`src/rtl/boot_loader_pkg.sv`:
```
// Shared definitions for the UART instruction-memory bootloader.
//   loader_state_t : loader FSM state encoding
//   IMEM_BASE      : default byte address of the first image word
//   LEN_BYTES      : size of the little-endian length header in bytes
package boot_loader_pkg;

  typedef enum logic [2:0] {LEN_LO, LEN_HI, DATA, CHK, DONE, ERR} loader_state_t;

  localparam logic [31:0] IMEM_BASE = 32'h1000_0000;
  localparam int          LEN_BYTES = 2;

endpackage

```
`src/rtl/imem_word_packer.sv`:
```
// Byte-lane word packer for the bootloader's imem write port.
// Gathers payload bytes into a 32-bit little-endian word and issues a
// one-cycle write strobe one cycle after the byte that completes a word
// (lane 3) or ends the image. The address advances by 4 after each strobe.
// Ports:
//   clk, rst          clock, asynchronous active-high reset
//   byte_vld          accepted payload byte this cycle
//   byte_lane         lane (0..3) the byte belongs to
//   byte_data         payload byte
//   byte_last         byte is the final payload byte of the image
//   imem_we           one-cycle write strobe
//   imem_addr         word-aligned byte address of the write
//   imem_wdata        packed word
//   imem_be           lanes filled in the written word
module imem_word_packer #(
  parameter int unsigned ADDR_W    = 32,
  parameter logic [31:0] BASE_ADDR = 32'h1000_0000
) (
  input  logic              clk,
  input  logic              rst,
  input  logic              byte_vld,
  input  logic [1:0]        byte_lane,
  input  logic [7:0]        byte_data,
  input  logic              byte_last,
  output logic              imem_we,
  output logic [ADDR_W-1:0] imem_addr,
  output logic [31:0]       imem_wdata,
  output logic [3:0]        imem_be
);

  logic [31:0]       buf_q, buf_d;
  logic [3:0]        be_acc_q, be_acc_d;
  logic              we_q, we_d;
  logic [31:0]       wdata_q, wdata_d;
  logic [3:0]        be_q, be_d;
  logic [ADDR_W-1:0] addr_q, addr_d;
  logic [31:0]       merged;
  logic [3:0]        merged_be;

  always_comb begin
    buf_d     = buf_q;
    be_acc_d  = be_acc_q;
    we_d      = 1'b0;
    wdata_d   = wdata_q;
    be_d      = be_q;
    addr_d    = addr_q;
    merged    = buf_q | ({24'b0, byte_data} << {byte_lane, 3'b000});
    merged_be = be_acc_q | (4'b0001 << byte_lane);
    // The address holds during the strobe and moves on right after it.
    if (we_q) addr_d = addr_q + ADDR_W'(4);
    if (byte_vld) begin
      if (byte_lane == 2'd3 || byte_last) begin
        // Write from registered data; the buffer clears now so a byte
        // arriving during the strobe cycle lands in an empty word.
        we_d     = 1'b1;
        wdata_d  = merged;
        be_d     = merged_be;
        buf_d    = '0;
        be_acc_d = '0;
      end else begin
        buf_d    = merged;
        be_acc_d = merged_be;
      end
    end
  end

  always_ff @(posedge clk or posedge rst) begin
    if (rst) begin
      buf_q    <= '0;
      be_acc_q <= '0;
      we_q     <= 1'b0;
      wdata_q  <= '0;
      be_q     <= '0;
      addr_q   <= ADDR_W'(BASE_ADDR);
    end else begin
      buf_q    <= buf_d;
      be_acc_q <= be_acc_d;
      we_q     <= we_d;
      wdata_q  <= wdata_d;
      be_q     <= be_d;
      addr_q   <= addr_d;
    end
  end

  assign imem_we    = we_q;
  assign imem_addr  = addr_q;
  assign imem_wdata = wdata_q;
  assign imem_be    = be_q;

endmodule

```
`src/rtl/uart_imem_loader.sv`:
```
// UART bootloader: receives a little-endian 16-bit length header followed by
// the payload, writes the payload into instruction RAM from BASE_ADDR, and
// holds the core in reset until the image is complete.
// Optional feature macro CHECKSUM_EN: a trailing byte must equal the XOR of
// all payload bytes; mismatch ends in ERR.
// Ports:
//   clk, rst      clock, asynchronous active-high reset
//   rx_valid      one-cycle strobe, rx_data holds a received byte
//   rx_data       received byte
//   imem_we       one-cycle imem write strobe
//   imem_addr     word-aligned byte address
//   imem_wdata    little-endian packed word
//   imem_be       byte enables of the written word
//   core_rst      held high until the load completes
//   load_done     image loaded (sticky until rst)
//   load_err      load failed (sticky until rst)
//   byte_cnt      payload bytes accepted so far
module uart_imem_loader
  import boot_loader_pkg::*;
#(
  parameter logic [31:0] BASE_ADDR = IMEM_BASE,
  parameter int          MAX_BYTES = 4096,
  parameter int unsigned ADDR_W    = 32
) (
  input  logic              clk,
  input  logic              rst,
  input  logic              rx_valid,
  input  logic [7:0]        rx_data,
  output logic              imem_we,
  output logic [ADDR_W-1:0] imem_addr,
  output logic [31:0]       imem_wdata,
  output logic [3:0]        imem_be,
  output logic              core_rst,
  output logic              load_done,
  output logic              load_err,
  output logic [15:0]       byte_cnt
);

  loader_state_t state_q, state_d;
  logic [15:0]   len_q, len_d;
  logic [15:0]   cnt_q, cnt_d;
  logic          core_rst_q, core_rst_d;
  logic [15:0]   cnt_inc;
  logic [15:0]   len_full;
  logic          pack_vld;
  logic          pack_last;
`ifdef CHECKSUM_EN
  logic [7:0]    csum_q, csum_d;
`endif

  always_comb begin
    state_d   = state_q;
    len_d     = len_q;
    cnt_d     = cnt_q;
    pack_vld  = 1'b0;
    pack_last = 1'b0;
    cnt_inc   = cnt_q + 16'd1;
    len_full  = {rx_data, len_q[7:0]};
`ifdef CHECKSUM_EN
    csum_d    = csum_q;
`endif
    // Core leaves reset one cycle after DONE is entered, i.e. after the
    // final write strobe has been issued.
    core_rst_d = (state_q != DONE);
    case (state_q)
      LEN_LO: if (rx_valid) begin
        len_d[7:0] = rx_data;
        state_d    = LEN_HI;
      end
      LEN_HI: if (rx_valid) begin
        len_d = len_full;
        if (len_full == 16'd0) begin
`ifdef CHECKSUM_EN
          state_d = CHK;
`else
          state_d = DONE;
`endif
        end else if ({16'b0, len_full} > 32'(MAX_BYTES)) begin
          state_d = ERR;
        end else begin
          state_d = DATA;
        end
      end
      DATA: if (rx_valid) begin
        pack_vld  = 1'b1;
        pack_last = (cnt_inc == len_q);
        cnt_d     = cnt_inc;
`ifdef CHECKSUM_EN
        csum_d    = csum_q ^ rx_data;
        if (pack_last) state_d = CHK;
`else
        if (pack_last) state_d = DONE;
`endif
      end
`ifdef CHECKSUM_EN
      CHK: if (rx_valid) begin
        state_d = (rx_data == csum_q) ? DONE : ERR;
      end
`endif
      default: ;
    endcase
  end

  always_ff @(posedge clk or posedge rst) begin
    if (rst) begin
      state_q    <= LEN_LO;
      len_q      <= '0;
      cnt_q      <= '0;
      core_rst_q <= 1'b1;
    end else begin
      state_q    <= state_d;
      len_q      <= len_d;
      cnt_q      <= cnt_d;
      core_rst_q <= core_rst_d;
    end
  end

`ifdef CHECKSUM_EN
  always_ff @(posedge clk or posedge rst) begin
    if (rst) csum_q <= '0;
    else     csum_q <= csum_d;
  end
`endif

  imem_word_packer #(
    .ADDR_W    (ADDR_W),
    .BASE_ADDR (BASE_ADDR)
  ) u_packer (
    .clk        (clk),
    .rst        (rst),
    .byte_vld   (pack_vld),
    .byte_lane  (cnt_q[1:0]),
    .byte_data  (rx_data),
    .byte_last  (pack_last),
    .imem_we    (imem_we),
    .imem_addr  (imem_addr),
    .imem_wdata (imem_wdata),
    .imem_be    (imem_be)
  );

  assign core_rst  = core_rst_q;
  assign load_done = (state_q == DONE);
  assign load_err  = (state_q == ERR);
  assign byte_cnt  = cnt_q;

endmodule

```
`config.mk`:
```
export PLATFORM = sky130hd
export DESIGN_NAME = uart_imem_loader
export DESIGN_NICKNAME = d
export VERILOG_FILES = /design/src/rtl/boot_loader_pkg.sv /design/src/rtl/imem_word_packer.sv /design/src/rtl/uart_imem_loader.sv
export SDC_FILE = /design/constraint.sdc
export NUM_CORES = 1
export LEC_CHECK = 0
export ABC_CLOCK_PERIOD_IN_PS = 5550
export CORE_MARGIN = 1
export CORE_UTILIZATION = 40
export DETAILED_ROUTE_END_ITERATION = 10
export PLACE_DENSITY_LB_ADDON = 0.08
export RECOVER_POWER = 100
export SYNTH_ARGS = -nofsm -noshare
export SYNTH_HDL_FRONTEND = slang
export SYNTH_SLANG_ARGS = --single-unit
```
`constraint.sdc`:
```
create_clock -name clk -period 5.55 [get_ports clk]
set_clock_uncertainty 0.1 [all_clocks]
set_input_delay 0.555 -clock clk [delete_from_list [all_inputs] [get_ports clk]]
set_output_delay 0.555 -clock clk [all_outputs]
set_load 0.01 [all_outputs]
```
==> metrics <==
delay-heaviest family, CP buffers and inverters; worst hold path class reg -> reg; setup tns final 0 ps; DR iter-0 viols 214; die width 128 um; Slew HR -0.621; top-count cell post-synth dfrtp_1; Resize count post-CTS 0; status finished, violations left; CTS H-tree lvls 4; core area 0.0153 mm^2; pins over their slew limit 48; final WL 14100 um; max_cap viols 1; Critical Path Stages 3; Synth Flop Type dfrtp_1; clock sinks 139; Overall Power 2.50 mW; Initial Utilization 0.412; register bit total from synthesis 139; PortBufs 96; Clock Pin Slew Worst Setup and Hold Paths 60 ps; gr usage total 0.187; Post-DRT Antenna Nets 0; die height 128 um; final period utilization 0.671; VDD IR max 0.000212 V; Syn-to-layout area delta 25.2%; sum of buffers and inverters on the critical path 3; endpoint type of the worst setup path asynchronous set/reset pin; post-synthesis sequential area ratio 0.552; crit path max fanout 93; slowest stage cell, crit path clkbuf_1; # hold bufs at CTS 0; CTS tree done; CTS root buf clkbuf_16; Placer Congestion 0.906; CTS Buffer Depth 2; first-pass GRT wire length 23300 um; Setup Viol. Count Final 0; WL per Instance 15.6 um; share of layout cells above drive strength 1 0.0741; Synth Cell Area 0.00631 mm^2; Ys Warns 0; minimum clock period 3730 ps; f_max 268 MHz; crit-path cells dlygate4sd3_1 > inv_6 > clkbuf_1; Detailed Place HPWL 9410 um; syn_area_per_cell 10.8 um^2; area leader, netlist dfrtp_1; type of the worst setup path in -> async; Syn Inst Count 586; failing checks capacitance limit, slew limit; antenna violations before repair 0; Worst R2R Path Depth 8; Post-synth EDFFs 0; distinct cell type count of the synthesized netlist 48; row count 45; Post-synth ARST share 1.00; number of global-route vias before repair 4401; synth cell count leaders dfrtp_1 (137), a21oi_1 (68), nor2_1 (62), inv_1 (44), xnor2_1 (41); # diodes 0; Vias 4457; I/O pin count 99; Max stage delay on crit path 1790 ps; filler instances 1408; DR pass1 iterations 4; clk_lat worst skew 410 ps; measured slew at the worst slew-check pin 2430 ps; die area 0.0163 mm^2; number of post-CTS setup repair buffers 0; crit start category input port; drt drc 0; CTS buffer count 17; largest net degree at the start of global routing 94; Final #Nets 692; Area contributors post-synth dfrtp_1 (54%), xnor2_1 (5.7%), mux2i_1 (5.6%), a21oi_1 (5.4%), nor2_1 (3.7%); area share of the largest cell type after synthesis 0.544; Worst Path Arrival 3630 ps; grt ovf 0; RSZ-0062 raised after global routing no; Avg Vias per Cell 4.96; Power Density 317 mW/mm^2; Pleak 3.56 nW; Critical Path RT 5450 ps; Hold Fails Final Rpt 0; Hold Path Stages 1
registers in the layout, indices dropped and copies added (netlist names):
signal,cells
u_packer.buf_q,32
u_packer.imem_be,4
u_packer.be_acc_q,4
core_rst,1
byte_cnt,16
u_packer.imem_addr,30
state_q,3
len_q,16
u_packer.imem_wdata,32
u_packer.imem_we,1
worst paths after layout:
kind / startpoint / endpoint / slack [ps]
setup / recovery: rst / u_packer.buf_q[19] / 1820
hold / removal: state_q[2] / core_rst / 360
setup reg to reg: byte_cnt[0] / u_packer.imem_wdata[19] / 2010
hold reg to reg: state_q[2] / core_rst / 360
max in group clk: byte_cnt[0] / u_packer.imem_wdata[19] / 2010
min in group asynchronous: rst / u_packer.imem_addr[23] / 720
logic make-up after synthesis:
kind of cell             Yosys count  synth area share
other                              1          0.000595
adder cells (fa/ha/maj)            5           0.00992
flip-flops                       139             0.552
AO/OA/AOI/OAI                     88            0.0772
buffers and inverters             74            0.0583
AND/OR/NAND/NOR                  162             0.126
multiplexers                      52            0.0859
XOR/XNOR                          65            0.0903
power by group:
| group | leakage [nW] | switching (mW) | total (mW) | internal (mW) |
|---|---|---|---|---|
| Combinational | 1.53 | 0.186 | 0.325 | 0.139 |
| Clock | 0.270 | 0.404 | 1.05 | 0.647 |
| Sequential | 1.77 | 0.0568 | 1.13 | 1.07 |
cells in the final DEF (no fill, tap or decap), drive strengths merged, types with 2 or more instances in the layout:
| cell type | synthesis | routed |
|---|---|---|
| a211oi | 2 | 2 |
| a21oi | 69 | 69 |
| and2 | 3 | 3 |
| and3 | 7 | 7 |
| clkbuf | 16 | 26 |
| clkdlybuf4s50 | 0 | 7 |
| clkinv | 1 | 6 |
| conb | 1 | 2 |
| dfrtp | 137 | 137 |
| dfstp | 2 | 2 |
| dlygate4sd3 | 0 | 89 |
| ha | 5 | 5 |
| inv | 44 | 44 |
| mux2 | 17 | 17 |
| mux2i | 35 | 35 |
| nand2 | 24 | 24 |
| nand2b | 2 | 2 |
| nand3 | 15 | 15 |
| nand3b | 3 | 3 |
| nand4 | 13 | 13 |
| nor2 | 62 | 62 |
| nor3 | 15 | 15 |
| nor4 | 6 | 6 |
| o211ai | 3 | 3 |
| o21ai | 6 | 6 |
| or2 | 2 | 2 |
| or3 | 4 | 4 |
| xnor2 | 41 | 41 |
| xor2 | 24 | 24 |
layer usage:
layer	track usage	vias to the layer above	wire length, um
met5	0	-	0
met4	0.0796	0	319
met3	0.0394	25	591
met2	0.285	94	6450
met1	0.259	2183	6710
li1	-	2155	-
cell type report:
cell class,instances,area (um^2),area share
Clock inverter,7,66.3,0.00840
Tap cell,211,264,0.0334
Multi-Input combinational cell,374,2440,0.309
Timing Repair Buffer,99,988,0.125
Inverter,45,174,0.0220
Sequential cell,139,3480,0.441
Clock buffer,24,482,0.0610
per-stage QoR:
step           hold slack, ps   util  std cells  area, um^2  setup WS, ps
2_1_floorplan             317      -        587        6310          1170
3_3_place_gp              338  0.482        868        7380          2350
3_5_place_dp              350  0.482        868        7380          2240
4_1_cts                   358  0.518        899        7930          2220
5_1_grt                   396  0.516        899        7900          1160
6_report                  358  0.516        899        7900          1820
(Power assumes the default switching activity.)
